## src/rtl/addmul_share_ctrl_if.sv

```systemverilog
// rtl/addmul_share_ctrl_if.sv - request/result handshake bundle for addmul_share_ctrl
interface addmul_share_ctrl_if #(
  parameter int DATA_W = 8,
  parameter int ID_W   = 1
);
  logic                  req0_valid;
  logic                  req0_ready;
  logic [DATA_W-1:0]     req0_a;
  logic [DATA_W-1:0]     req0_b;
  logic [DATA_W-1:0]     req0_c;
  logic                  req0_s;

  logic                  req1_valid;
  logic                  req1_ready;
  logic [DATA_W-1:0]     req1_a;
  logic [DATA_W-1:0]     req1_b;
  logic [DATA_W-1:0]     req1_c;
  logic                  req1_s;

  logic                  res_valid;
  logic                  res_ready;
  logic [2*DATA_W-1:0]   res_d;
  logic [ID_W-1:0]       res_id;

  // Requesters and result consumer
  modport master (
    output req0_valid, req0_a, req0_b, req0_c, req0_s,
    output req1_valid, req1_a, req1_b, req1_c, req1_s,
    output res_ready,
    input  req0_ready, req1_ready,
    input  res_valid, res_d, res_id
  );

  // Shared datapath controller
  modport slave (
    input  req0_valid, req0_a, req0_b, req0_c, req0_s,
    input  req1_valid, req1_a, req1_b, req1_c, req1_s,
    input  res_ready,
    output req0_ready, req1_ready,
    output res_valid, res_d, res_id
  );
endinterface

```

## src/rtl/addmul_share_ctrl.sv

```systemverilog
// rtl/addmul_share_ctrl.sv - two-requester round-robin controller for a 2-stage (a+/-b)*c datapath
// Optional macro ADDMUL_ZERO_SKIP_EN: skip the product register load for ops with c==0.
module addmul_share_ctrl #(
  parameter int DATA_W = 8,
  parameter int ID_W   = 1
) (
  input  logic                 clk,
  input  logic                 rst,
  addmul_share_ctrl_if.slave   bus,
  output logic                 st1_cg_en,
  output logic                 st2_cg_en
);

  // Pipeline valid flags and round-robin pointer (never gated)
  logic                 v1, v2;
  logic                 ptr;

  // Stage-1 data
  logic [DATA_W:0]      s1_sum;
  logic [DATA_W-1:0]    s1_c;
  logic [ID_W-1:0]      s1_id;

  // Stage-2 data
  logic [2*DATA_W-1:0]  s2_prod;
  logic [ID_W-1:0]      s2_id;

  // Handshake / control nets
  logic                 s2_load, accept_ok, grant0, grant1, accept, s1_clear;
  logic                 s2_data_en, s2_take;
  logic [DATA_W-1:0]    op_a, op_b, op_c;
  logic                 op_s;
  logic [DATA_W:0]      op_sum;
  logic [2*DATA_W-1:0]  ext_sum, ext_c, prod;

`ifdef ADDMUL_ZERO_SKIP_EN
  logic                 s1_zero, s2_zero;
`endif

  // Arbitration, stage advance and clock-gate enables
  always_comb begin
    s2_load   = ~v2 | bus.res_ready;
    accept_ok = ~rst & (~v1 | s2_load);
    grant0    = accept_ok & bus.req0_valid & (~bus.req1_valid | ~ptr);
    grant1    = accept_ok & bus.req1_valid & (~bus.req0_valid |  ptr);
    accept    = grant0 | grant1;
    s1_clear  = ~rst & v1 & s2_load & ~accept;
    s2_take   = ~rst & s2_load & v1;
`ifdef ADDMUL_ZERO_SKIP_EN
    s2_data_en = s2_take & ~s1_zero;
`else
    s2_data_en = s2_take;
`endif
    st1_cg_en = accept | s1_clear;
    st2_cg_en = s2_data_en;

    op_a   = grant1 ? bus.req1_a : bus.req0_a;
    op_b   = grant1 ? bus.req1_b : bus.req0_b;
    op_c   = grant1 ? bus.req1_c : bus.req0_c;
    op_s   = grant1 ? bus.req1_s : bus.req0_s;
    op_sum = op_s ? ({1'b0, op_a} + {1'b0, op_b}) : ({1'b0, op_a} - {1'b0, op_b});

    ext_sum = {{(DATA_W-1){1'b0}}, s1_sum};
    ext_c   = {{DATA_W{1'b0}}, s1_c};
    prod    = ext_sum * ext_c;
  end

  assign bus.req0_ready = grant0;
  assign bus.req1_ready = grant1;
  assign bus.res_valid  = v2;
  assign bus.res_id     = s2_id;
`ifdef ADDMUL_ZERO_SKIP_EN
  assign bus.res_d      = s2_zero ? '0 : s2_prod;
`else
  assign bus.res_d      = s2_prod;
`endif

  // Valid flags, zero flags and round-robin pointer
  always_ff @(posedge clk) begin
    if (rst) begin
      v1  <= 1'b0;
      v2  <= 1'b0;
      ptr <= 1'b0;
`ifdef ADDMUL_ZERO_SKIP_EN
      s1_zero <= 1'b0;
      s2_zero <= 1'b0;
`endif
    end else begin
      if (accept)
        v1 <= 1'b1;
      else if (s2_load)
        v1 <= 1'b0;
      if (s2_load)
        v2 <= v1;
      if (grant0)
        ptr <= 1'b1;
      else if (grant1)
        ptr <= 1'b0;
`ifdef ADDMUL_ZERO_SKIP_EN
      if (accept)
        s1_zero <= (op_c == '0);
      if (s2_take)
        s2_zero <= s1_zero;
`endif
    end
  end

  // Stage-1 operand registers load only on an accepted op
  always_ff @(posedge clk) begin
    if (rst) begin
      s1_sum <= '0;
      s1_c   <= '0;
      s1_id  <= '0;
    end else if (accept) begin
      s1_sum <= op_sum;
      s1_c   <= op_c;
      s1_id  <= ID_W'(grant1);
    end
  end

  // Stage-2 tag follows every op that moves out of stage 1
  always_ff @(posedge clk) begin
    if (rst)
      s2_id <= '0;
    else if (s2_take)
      s2_id <= s1_id;
  end

  // Stage-2 product register; held when the op is known to produce zero
  always_ff @(posedge clk) begin
    if (rst)
      s2_prod <= '0;
    else if (s2_data_en)
      s2_prod <= prod;
  end

endmodule

```

## src/flat_wrapper.sv

```systemverilog
// flat-port wrapper written by rule: the top's interface ports become plain ports
module addmul_share_ctrl_flat 
#(
  parameter int DATA_W = 8,
  parameter int ID_W   = 1
)
  (clk, rst, st1_cg_en, st2_cg_en, bus_req0_valid, bus_req0_a, bus_req0_b, bus_req0_c, bus_req0_s, bus_req1_valid, bus_req1_a, bus_req1_b, bus_req1_c, bus_req1_s, bus_res_ready, bus_req0_ready, bus_req1_ready, bus_res_valid, bus_res_d, bus_res_id);
  addmul_share_ctrl_if #(.DATA_W(DATA_W), .ID_W(ID_W)) bus_i ();
  input  logic clk;
  input  logic rst;
  output logic st1_cg_en;
  output logic st2_cg_en;
  input wire logic [$bits(bus_i.req0_valid)-1:0] bus_req0_valid;
  input wire logic [$bits(bus_i.req0_a)-1:0] bus_req0_a;
  input wire logic [$bits(bus_i.req0_b)-1:0] bus_req0_b;
  input wire logic [$bits(bus_i.req0_c)-1:0] bus_req0_c;
  input wire logic [$bits(bus_i.req0_s)-1:0] bus_req0_s;
  input wire logic [$bits(bus_i.req1_valid)-1:0] bus_req1_valid;
  input wire logic [$bits(bus_i.req1_a)-1:0] bus_req1_a;
  input wire logic [$bits(bus_i.req1_b)-1:0] bus_req1_b;
  input wire logic [$bits(bus_i.req1_c)-1:0] bus_req1_c;
  input wire logic [$bits(bus_i.req1_s)-1:0] bus_req1_s;
  input wire logic [$bits(bus_i.res_ready)-1:0] bus_res_ready;
  output wire logic [$bits(bus_i.req0_ready)-1:0] bus_req0_ready;
  output wire logic [$bits(bus_i.req1_ready)-1:0] bus_req1_ready;
  output wire logic [$bits(bus_i.res_valid)-1:0] bus_res_valid;
  output wire logic [$bits(bus_i.res_d)-1:0] bus_res_d;
  output wire logic [$bits(bus_i.res_id)-1:0] bus_res_id;
  assign bus_i.req0_valid = bus_req0_valid;
  assign bus_i.req0_a = bus_req0_a;
  assign bus_i.req0_b = bus_req0_b;
  assign bus_i.req0_c = bus_req0_c;
  assign bus_i.req0_s = bus_req0_s;
  assign bus_i.req1_valid = bus_req1_valid;
  assign bus_i.req1_a = bus_req1_a;
  assign bus_i.req1_b = bus_req1_b;
  assign bus_i.req1_c = bus_req1_c;
  assign bus_i.req1_s = bus_req1_s;
  assign bus_i.res_ready = bus_res_ready;
  assign bus_req0_ready = bus_i.req0_ready;
  assign bus_req1_ready = bus_i.req1_ready;
  assign bus_res_valid = bus_i.res_valid;
  assign bus_res_d = bus_i.res_d;
  assign bus_res_id = bus_i.res_id;
  addmul_share_ctrl #(.DATA_W(DATA_W), .ID_W(ID_W)) u_core (.clk(clk), .rst(rst), .bus(bus_i), .st1_cg_en(st1_cg_en), .st2_cg_en(st2_cg_en));
endmodule
```

## config.mk

```make
export PLATFORM = sky130hd
export DESIGN_NAME = addmul_share_ctrl_flat
export DESIGN_NICKNAME = d
export VERILOG_FILES = /design/src/rtl/addmul_share_ctrl_if.sv /design/src/rtl/addmul_share_ctrl.sv /design/src/flat_wrapper.sv
export SDC_FILE = /design/constraint.sdc
export NUM_CORES = 1
export LEC_CHECK = 0
export BUFFER_PORTS_ARGS = -buffer_cell sky130_fd_sc_hd__buf_2
export CAP_MARGIN = 20
export CORE_ASPECT_RATIO = 0.7
export CORE_MARGIN = 2
export CORE_UTILIZATION = 58
export CTS_CLUSTER_DIAMETER = 30
export DETAILED_ROUTE_END_ITERATION = 12
export PLACE_DENSITY = 0.81
export SLEW_MARGIN = 30
export SYNTH_ARGS = -nofsm -noshare
export SYNTH_HDL_FRONTEND = slang
export SYNTH_SLANG_ARGS = --single-unit
```

## constraint.sdc

```tcl
create_clock -name clk -period 5.6 [get_ports clk]
set_input_delay 1.12 -clock clk [delete_from_list [all_inputs] [get_ports clk]]
set_output_delay 1.12 -clock clk [all_outputs]
set_load 0.01 [all_outputs]
```

# Word-level counts from Yosys, hierarchy flattened
# Cells that the tools add are included.
totals:
  regBits: 38
  out_inout_bits: 22
  wordCells: 45
op_classes:
  add_sub_neg: 2
  multipliers: 1
  mux: 9
  n_bitwise: 23
  n_reduce_logical: 2
op_table:
  columns: ["operator", "n"]
  rows:
  - ["$mux W8", 3]
  - ["$mul A9 B8 Y16", 1]
  - ["$and A1 B1 Y1", 10]
  - ["$add A8 B8 Y9", 1]
  - ["$mux W9", 1]
  - ["$sub A8 B8 Y9", 1]
  - ["$not A1 Y1", 7]
  - ["$or A1 B1 Y1", 6]
  - ["$mux W1", 5]
  - ["$reduce_bool A2 Y1", 2]

# Depth between registers and ports, before layout
# Gate-level depths: netlist of the first run.
logic_depth:
  word_depth: 10
  mapped_depth: 18

# Least setup slack after synthesis of the first run
# Ideal clock, no wire load.
synth_timing:
  path_type: "input port to flip-flop"
  start: "input bus_res_ready"
  end: "register u_core.s1_sum[8]"
  t_arrival_ns: 4.784
  t_required_ns: 5.521
  slack_ns: 0.737
  path_stages: 17
  n_path_buf: 3
  cell_sequence: "and3b_1 > buf_6 > or4_4 > buf_6 > buf_8 > mux2i_1 > ha_1 > or3b_2 > or3_1 > o211ai_1 > xor2_1 > mux2i_1 > ha_1 > or3_1 > o211a_1 > or3_1 > o211ai_1"
synth_between:
  elab_chain_len: 8
synth_rtl:
  columns: ["item", "line_no", "text"]
  rows:
  - ["from (decl)", "flat_wrapper.sv:23", "input wire logic [$bits(bus_i.res_ready)-1:0] bus_res_ready;"]
  - ["$or A1 B1 Y1 (*)", "addmul_share_ctrl.sv:41", "s2_load = ~v2 | bus.res_ready;"]
  - ["$or A1 B1 Y1 (*)", "addmul_share_ctrl.sv:42", "accept_ok = ~rst & (~v1 | s2_load);"]
  - ["$and A1 B1 Y1 (*)", "addmul_share_ctrl.sv:42", null]
  - ["$and A1 B1 Y1 (2 in a row)", "addmul_share_ctrl.sv:44", "grant1 = accept_ok & bus.req1_valid & (~bus.req0_valid | ptr);"]
  - ["$mux W8 (on tied branches)", "addmul_share_ctrl.sv:56, addmul_share_ctrl.sv:57", null]
  - ["$sub A8 B8 Y9 / $add A8 B8 Y9 (equally long branches)", "addmul_share_ctrl.sv:60", "op_sum = op_s ? ({1'b0, op_a} + {1'b0, op_b}) : ({1'b0, op_a} - {1'b0, op_b});"]
  - ["$mux W9", "addmul_share_ctrl.sv:60", null]
  - ["to (signal assigned)", "addmul_share_ctrl.sv:114", "s1_sum <= op_sum;"]
  - ["to (decl)", "addmul_share_ctrl.sv:19", "logic [DATA_W:0] s1_sum;"]
# Mark *: on every way between the ends. The rest lies on a longest branch, timed or not.
# A chain may end at the register's enable or synchronous reset.

# Worst setup path after layout of the first run
# Ends and elaborated chain as after synthesis.

==> out/results.ini, run 1 <==
[status]
status=finished clean

[worst_hold_path]
hold_depth=2
hold_path_class=reg2reg
hold_start=u_core.bus.res_d[0]
hold_end=u_core.bus.res_d[0]

[detailed_routing]
via_count=4271
wl_per_cell_um=15.6
drtPass1Iterations=6
wirelength_mm=11.4
postRouteAntennaNets=0
vias_per_cell=5.83
dr.first_iter.drc_count=341
drc=0

[sta]
max-slew-margin-rel=0.393
rsz0062_at_grt=no
skew_ps=7.15
setup_viol=0
finalMaxSlewViolations=0
fin_crit_sh=0.878
tightestPinTransition_ps=910
fmax_mhz=203
tns_ps=0
final_hold_viol_count=0
post-route-min-period_ps=4920

[power_and_ir_drop]
vdd_drop_max_v=0.000123
powerDensity_mw_per_mm2=197
total_leakage_power_nw=2.58

[setup_path]
reg2reg_depth=14
crit_start=bus_res_ready
rr_startpoint=u_core.s1_c[6]
start_kind=input port
r2r_slack_ps=890
worst-path-max-fanout=21
cp.required_ps=5820
timing.rr.end=u_core.bus.res_d[13]
endpoint_kind=register
critical_path_class=in2reg
cp_data_arrival_time_ps=5140

[floorplanning]
die_y_um=79.1
std_cell_rows=27
fp.dieW_um=111
dieArea_mm2=0.00880
pin_count=77
start_util=0.596
core_region_area_mm2=0.00784

[synthesis]
syn_inst=569
syn_nets=710
ys_types=60
synth.top_cell.area_share=0.180
synth-seq-cells=38
synth_warnings=0
synth_area_per_cell_um2=8.21
netlist_top_cells_count=nand2_1 (69), inv_1 (68), and2_1 (47)
synthTopCellsByArea=fa_1 (18%), dfxtp_1 (16%), ha_1 (12%)
synth-edff-count=0
async_flop_share=0
synth_area_leader_cell=fa_1
ys.flop_type=dfxtp_1
syn-cell-area_mm2=0.00467
seq_area_frac_synth=0.163
yosysMostFrequentCell=nand2_1

[global_routing]
grt_first_pass_wirelength_mm=18.9
overflow=0
grt_max_degree=39
antenna_found_initial=0
grt_pass1_vias=4036
grtUsageTotal=0.264

[placed_design]
hpwl_mm=8.87
io_buffers=76
dp_cells=725
placed_cell_area_mm2=0.00509
routabilityCongestion=0.996

[cts]
h-tree-depth=2
cts-root-buf=clkbuf_16
cts.clk_slew.worst_paths_ps=60
post-cts-setup-buffers=0
cts_tree=yes
cts_made_buffers=5
cts.sinks=38
hold_buffers=0
post_cts_resized=0
cts.path.max_buffers=2
clkLatencyLatePin_ps=290

[cells_and_area]
antenna_cells=0
stdcell_area_mm2=0.00524
area_growth_pct=12.3
nNetsFinal=772
layout.cells.non_filler=733
drive_gt1_frac=0.163
fillers=651

[flow_run]
drv_cap=0

[worst max-delay path by stage]
stage	slack [ps]	to	cells past startpoint
2_1_floorplan	740	u_core.s1_sum[8]	17
3_3_place_gp	590	u_core.s1_sum[8]	15
3_5_place_dp	410	u_core.s1_sum[8]	15
4_1_cts	700	u_core.s1_sum[8]	15
5_1_grt	440	u_core.s1_sum[8]	15
6_report	680	u_core.s1_sum[8]	15
[cells in the final DEF, fill, tap and decap left out, types with 6 or more instances in the layout]
cell       n
a211oi_1  14
a21o_1     7
a21oi_1   28
and2_1    47
buf_2     76
dfxtp_1   38
fa_1      42
ha_1      44
inv_1     68
mux2i_1   15
nand2_1   69
nand2b_1   7
nand3_1   14
nor2_1    34
nor3_1     8
o21a_1     7
o21ai_0   17
or3_1      8
xnor2_1    8
xor2_1     6
[final cells by class]
cell class | count | area (um^2) | area share
clock buffers | 6 | 139 | 0.0265
multi-input cells | 438 | 3540 | 0.676
clock inverters | 2 | 12.5 | 0.00239
flip-flops and latches | 38 | 761 | 0.145
well taps | 101 | 126 | 0.0241
repair buffers | 79 | 403 | 0.0768
inverters | 69 | 259 | 0.0494
[metal layers]
layer	vias up	share of wire	track usage
li1	2038	-	-
met1	2032	0.46	0.370
met2	177	0.44	0.415
met3	24	0.083	0.0649
met4	0	0.018	0.0667
met5	-	0	0
[cells by family (layout without fill, tap and decap cells)]
kind of cell | Yosys count | count (layout) | share of synthesized area
multiplexers | 17 | 17 | 0.0394
XOR/XNOR | 15 | 15 | 0.0311
flip-flops | 38 | 38 | 0.163
adder cells (fa/ha/maj) | 86 | 86 | 0.298
AND/OR/NAND/NOR | 219 | 219 | 0.239
AO/OA/AOI/OAI | 101 | 101 | 0.147
buffers and inverters | 93 | 156 | 0.0825
[critical path, cell delays in order]
cell and delay [ps]:
buf_2 90, and3b_1 260, or4_4 680, mux2i_1 290, ha_1 240, or3b_2 510
or3_1 330, o211ai_1 100, xor2_1 160, mux2i_1 90, ha_1 220, or3_1 350
o211a_1 240, or3_1 300, o211ai_1 150
[power by group]
part           leakage [nW]  total, mW  internal (mW)  switching [mW]
logic                  2.20      0.390          0.166           0.223
clock network        0.0729      0.299          0.177           0.122
registers             0.311      0.344          0.295          0.0484
[metrics by stage]
stage	total power, mW	hold WS [ps]	utilization	worst slack, ps
floorplan	0.617	432	-	737
finish	1.03	458	0.669	685
detailed placement	0.729	452	0.649	414
global route	1.10	481	0.669	444
CTS	1.03	460	0.669	702
global placement	0.710	438	0.649	588
[state kept, by name, summed over array words and instances, names as in the netlist]
name	count
u_core.s1_c	8
u_core.bus.res_valid	1
u_core.s1_id	1
u_core.v1	1
u_core.s1_sum	9
u_core.bus.res_id	1
u_core.bus.res_d	16
u_core.ptr	1
(Power assumes the default switching activity.)
==> inputs of run 2 (changes only) <==
--- a/config.mk
+++ b/config.mk
@@ -9,10 +9,11 @@
 export CAP_MARGIN = 20
 export CORE_ASPECT_RATIO = 0.7
 export CORE_MARGIN = 2
-export CORE_UTILIZATION = 58
+export CORE_UTILIZATION = 60
+export CTS_BUF_LIST = sky130_fd_sc_hd__clkbuf_8
 export CTS_CLUSTER_DIAMETER = 30
 export DETAILED_ROUTE_END_ITERATION = 12
-export PLACE_DENSITY = 0.81
+export PLACE_DENSITY = 0.83
 export SLEW_MARGIN = 30
 export SYNTH_ARGS = -nofsm -noshare
 export SYNTH_HDL_FRONTEND = slang
==> run 2 against run 1 <==
  * Count of clock-buffer cells in the layout fell by 1
  * Cell area shrank 0.33%
  * Sequential power about the same
  * Via count is 0.52% higher
  * Sequential share of layout area barely moved
  * Global-route usage rose by 1.4 points
  * Combinational power about the same
  * First-iteration DRC count down 18%
  * Critical path depth unchanged
==> out/results.ini, run 2 (synthesis gave the netlist of run 1 again) <==
[cts]
cts_made_buffers=5
cts.clk_slew.worst_paths_ps=80
cts.sinks=38
cts_tree=yes
hold_buffers=0
clkLatencyLatePin_ps=310
h-tree-depth=2
post-cts-setup-buffers=0
cts.path.max_buffers=2
post_cts_resized=0
cts-root-buf=clkbuf_8

[sta]
tightestPinTransition_ps=912
finalMaxSlewViolations=0
timing.final.ws_setup_ps=778
rsz0062_at_grt=no
max-slew-margin-rel=0.392
fin_worst_hold_slack_ps=454
post-route-min-period_ps=4820
fmax_mhz=207
fin_crit_sh=0.861
setup_viol=0
tns_ps=0
final_hold_viol_count=0
skew_ps=4.52

[power_and_ir_drop]
p_sw_frac=0.378
power_frac_seq=0.335
netSwitchingPower_mw=0.388
internal-power_mw=0.639
vdd_drop_max_v=0.000129
total_leakage_power_nw=2.58
clkPwrFrac=0.286
combPwrFrac=0.380
powerDensity_mw_per_mm2=197

[detailed_routing]
drc=0
dr.first_iter.drc_count=281
vias_per_cell=5.88
via_count=4293
wirelength_mm=11.3
postRouteAntennaNets=0
wl_per_cell_um=15.5
drtPass1Iterations=4

[setup_path]
crit_chain=buf_2, and3b_1, or4_4, mux2i_1, ha_1, or3b_2, or3_1, o211ai_1, xor2_1, mux2i_1, ha_1, or3_1, o211a_1, or3_1, o211ai_1
crit_end=u_core.s1_sum[8]
path_buf_inv=1
path_common_cell=or3_1
endpoint_kind=register
cp_num_cells=15
cp.required_ps=5840
r2r_slack_ps=850
slowest_delay_ps=670
worst-path-max-fanout=21
crit_start=bus_res_ready
slowest_stage=or4_4
rr_startpoint=u_core.s1_c[7]
reg2reg_depth=14
cp_data_arrival_time_ps=5070
critical_path_class=in2reg
timing.rr.end=u_core.bus.res_d[13]
critical_path.top_delay_family=simple AND/OR/NAND/NOR gates
start_kind=input port

[status]
status=finished clean

[floorplanning]
std_cell_rows=26
start_util=0.630
fp.dieW_um=109
die_y_um=77.8
core_region_area_mm2=0.00742
dieArea_mm2=0.00852
pin_count=77

[placed_design]
hpwl_mm=8.92
placed_cell_area_mm2=0.00509
dp_slack_ps=477
io_buffers=76
routabilityCongestion=0.968

[cells_and_area]
layout_common_cells=buf_2 (76), nand2_1 (69), inv_1 (68)
finish.utilization=0.705
area_growth_pct=11.9
stdcell_area_mm2=0.00523
drive_gt1_frac=0.163
fillers=604
largest_reg_flops=16
final_common_cell=buf_2
nNetsFinal=772
antenna_cells=0

[global_routing]
grt_first_pass_wirelength_mm=18.8
grt_max_degree=39
overflow=0
grt_pass1_vias=4092
antenna_found_initial=0
grtUsageTotal=0.278

[worst_hold_path]
hold_path_class=reg2reg
hold_depth=2

[flow_run]
drv_cap=0

[run 2: cell count changes in the layout (fill, tap and decap cells not counted), sizes merged]
cell	change
bufinv	+2
clkinvlp	-1
clkbuf	-1
[run 2: worst min path at each step]
| stage | slack (ps) | to | start |
|---|---|---|---|
| floorplan | 430 | u_core.bus.res_id | u_core.s1_id |
| global placement | 430 | u_core.bus.res_d[0] | u_core.bus.res_d[0] |
| CTS | 460 | u_core.bus.res_id | u_core.bus.res_id |
| detailed placement | 440 | u_core.bus.res_id | u_core.bus.res_id |
| finish | 450 | u_core.bus.res_id | u_core.bus.res_id |
| global route | 490 | u_core.bus.res_d[0] | u_core.bus.res_d[0] |
[run 2: area by class of cell]
class	instances	area, um^2	area share
repair buffers	79	403	0.0771
inverters	69	259	0.0496
clock buffers	5	68.8	0.0132
flip-flops and latches	38	761	0.146
well taps	98	123	0.0235
multi-input cells	438	3540	0.678
clock inverters	3	68.8	0.0132
[run 2: worst min-delay path: cells and delay by family, from the launching register on]
kind | cells | cell delay [ps]
AOI/OAI and AO/OA | 1 | 50
DFF | 1 | 310
and+or+nand+nor | 1 | 50
[run 2: per-layer routing]
metal	up-vias	wire length, um	GRT usage
met5	-	0	0
met4	0	105	0.0646
met3	14	1050	0.0723
met2	169	5110	0.414
met1	2079	5030	0.403
li1	2031	-	-
[run 2: through the flow]
step / total power [mW] / instances
CTS: 1.03 / 730
floorplan: 0.617 / 569
finish: 1.03 / 730
detailed placement: 0.732 / 722
global route: 1.10 / 730
global placement: 0.711 / 722
[run 2: power by group through the flow]
stage          registers, mW  clock network [mW]  logic (mW)
2_1_floorplan          0.322                   0       0.295
3_3_place_gp           0.345                   0       0.367
3_5_place_dp           0.347                   0       0.384
4_1_cts                0.341               0.298       0.388
5_1_grt                0.348               0.305       0.443
6_report               0.344               0.294       0.390
==> inputs of run 3 (changes only) <==
==> constraint.sdc (replaced) <==
create_clock -name clk -period 5.6 [get_ports clk]
set_input_delay 1.4 -clock clk [delete_from_list [all_inputs] [get_ports clk]]
set_output_delay 1.4 -clock clk [all_outputs]
set_load 0.01 [all_outputs]
==> run 3 against run 2 <==
  * Count of clock-buffer cells in the layout unchanged
  * Clock power decreased by 3%
  * Sequential share of layout area stayed put
  * Largest cell class unchanged
  * Critical path depth stayed put
  * Highest routed layer unchanged
  * Critical path type unchanged
  * Die area unchanged
  * Register-to-register slack worse by 90 ps
  * Final cell count unchanged
  * Combinational power is essentially flat
  * Worst setup slack worse by 350 ps
==> out/results.ini, run 3 (synthesis gave the netlist of run 1 again) <==
[status]
status=finished clean

[cells_and_area]
drive_gt1_frac=0.163
seqCellArea_um2=761
multiInputGateArea_mm2=0.00354
nNetsFinal=772
area_growth_pct=11.9
largest_reg_flops=16
antenna_cells=0
stdcell_area_mm2=0.00523
layout_common_cells=buf_2 (76), nand2_1 (69), inv_1 (68)
final_common_cell=buf_2
fillers=597

[detailed_routing]
postRouteAntennaNets=0
vias_per_cell=5.89
dr.first_iter.drc_count=345
drtPass1Iterations=5
wirelength_mm=11.3
drc=0
via_count=4300
wl_per_cell_um=15.5

[floorplanning]
pin_count=77
die_y_um=77.8
core_region_area_mm2=0.00742
fp.dieW_um=109
dieArea_mm2=0.00852
start_util=0.630
std_cell_rows=26

[cts]
hold_buffers=0
clkLatencyLatePin_ps=290
cts_made_buffers=5
h-tree-depth=2
post_cts_resized=0
cts_tree=yes
post-cts-setup-buffers=0
cts.clk_slew.worst_paths_ps=90
cts-root-buf=clkbuf_8
cts.sinks=38
cts.path.max_buffers=2

[placed_design]
routabilityCongestion=0.955
hpwl_mm=8.77
io_buffers=76
placed_cell_area_mm2=0.00508

[sta]
post-route-min-period_ps=5170
tightestPinTransition_ps=890
rsz0062_at_grt=no
skew_ps=7.71
setup_viol=0
final_hold_viol_count=0
tns_ps=0
fmax_mhz=193
max-slew-margin-rel=0.407
fin_worst_hold_slack_ps=455
finalMaxSlewViolations=0
fin_crit_sh=0.923

[setup_path]
worst-path-max-fanout=21
crit_chain=buf_2, and3b_1, or4_4, mux2i_1, ha_1, or3b_2, or3_1, o211ai_1, xor2_1, mux2i_1, ha_1, or3_1, o211a_1, or3_1, o211ai_1
cp_data_arrival_time_ps=5390
path_buf_inv=1
slowest_delay_ps=660
rr_startpoint=u_core.s1_c[4]
critical_path.top_delay_family=simple AND/OR/NAND/NOR gates
cp.required_ps=5820
endpoint_kind=register
critical_path_class=in2reg
slowest_stage=or4_4
path_common_cell=or3_1
start_kind=input port
crit_start=bus_res_ready

[power_and_ir_drop]
vdd_drop_max_v=0.000134
total_leakage_power_nw=2.58
powerDensity_mw_per_mm2=196

[worst_hold_path]
hold_start=u_core.bus.res_id
hold_path_class=reg2reg

[flow_run]
drv_cap=0

[global_routing]
grtUsageTotal=0.281
grt_first_pass_wirelength_mm=19.0
grt_pass1_vias=4126
overflow=0
grt_max_degree=39
antenna_found_initial=0

-- run 3: cell counts in the layout (fill, tap and decap cells not counted) --
No cell type changed its count.
-- run 3: path summary, 6_finish.rpt --
kind	endpoint	cells after the start	slack, ps
max	u_core.s1_sum[8]	15	430
min reg2reg	u_core.bus.res_id	2	450
min	u_core.bus.res_id	2	450
max reg2reg	u_core.bus.res_d[13]	14	760
-- run 3: cell type report --
class | count | area share
tap | 98 | 0.0235
clock buffer | 5 | 0.0132
sequential | 38 | 0.146
timing repair buffer | 79 | 0.0771
clock inverter | 3 | 0.0132
inverter | 69 | 0.0496
multi-input combinational | 438 | 0.678
-- run 3: stage by stage --
stage | utilization | setup slack (ps) | power, mW | instances
2_1_floorplan | - | 457 | 0.617 | 569
3_3_place_gp | 0.685 | 327 | 0.713 | 722
3_5_place_dp | 0.685 | 172 | 0.728 | 722
4_1_cts | 0.704 | 464 | 1.02 | 730
5_1_grt | 0.705 | 217 | 1.10 | 730
6_report | 0.705 | 431 | 1.02 | 730
-- run 3: worst register-to-register path: stages (launching register included) --
cell      delay [ps]
dfxtp_1          600
nand2_1          170
fa_1             520
fa_1             500
inv_1             60
fa_1             570
inv_1             70
fa_1             530
inv_1             40
ha_1             330
o21ai_0          150
a211oi_1         110
o21ai_0          480
a21oi_1          140
or3b_2           470
-- run 3: report_power, final --
part | switching (mW) | internal, mW | leakage [nW]
Sequential | 0.0500 | 0.295 | 0.311
Combinational | 0.225 | 0.166 | 2.20
Clock | 0.108 | 0.179 | 0.0683
Total | 0.382 | 0.640 | 2.58
-- run 3: per-layer routing --
metal / part of all wire / GRT usage
met1: 0.44 / 0.406
met2: 0.44 / 0.425
met3: 0.10 / 0.0639
met4: 0.017 / 0.0646
met5: 0 / 0
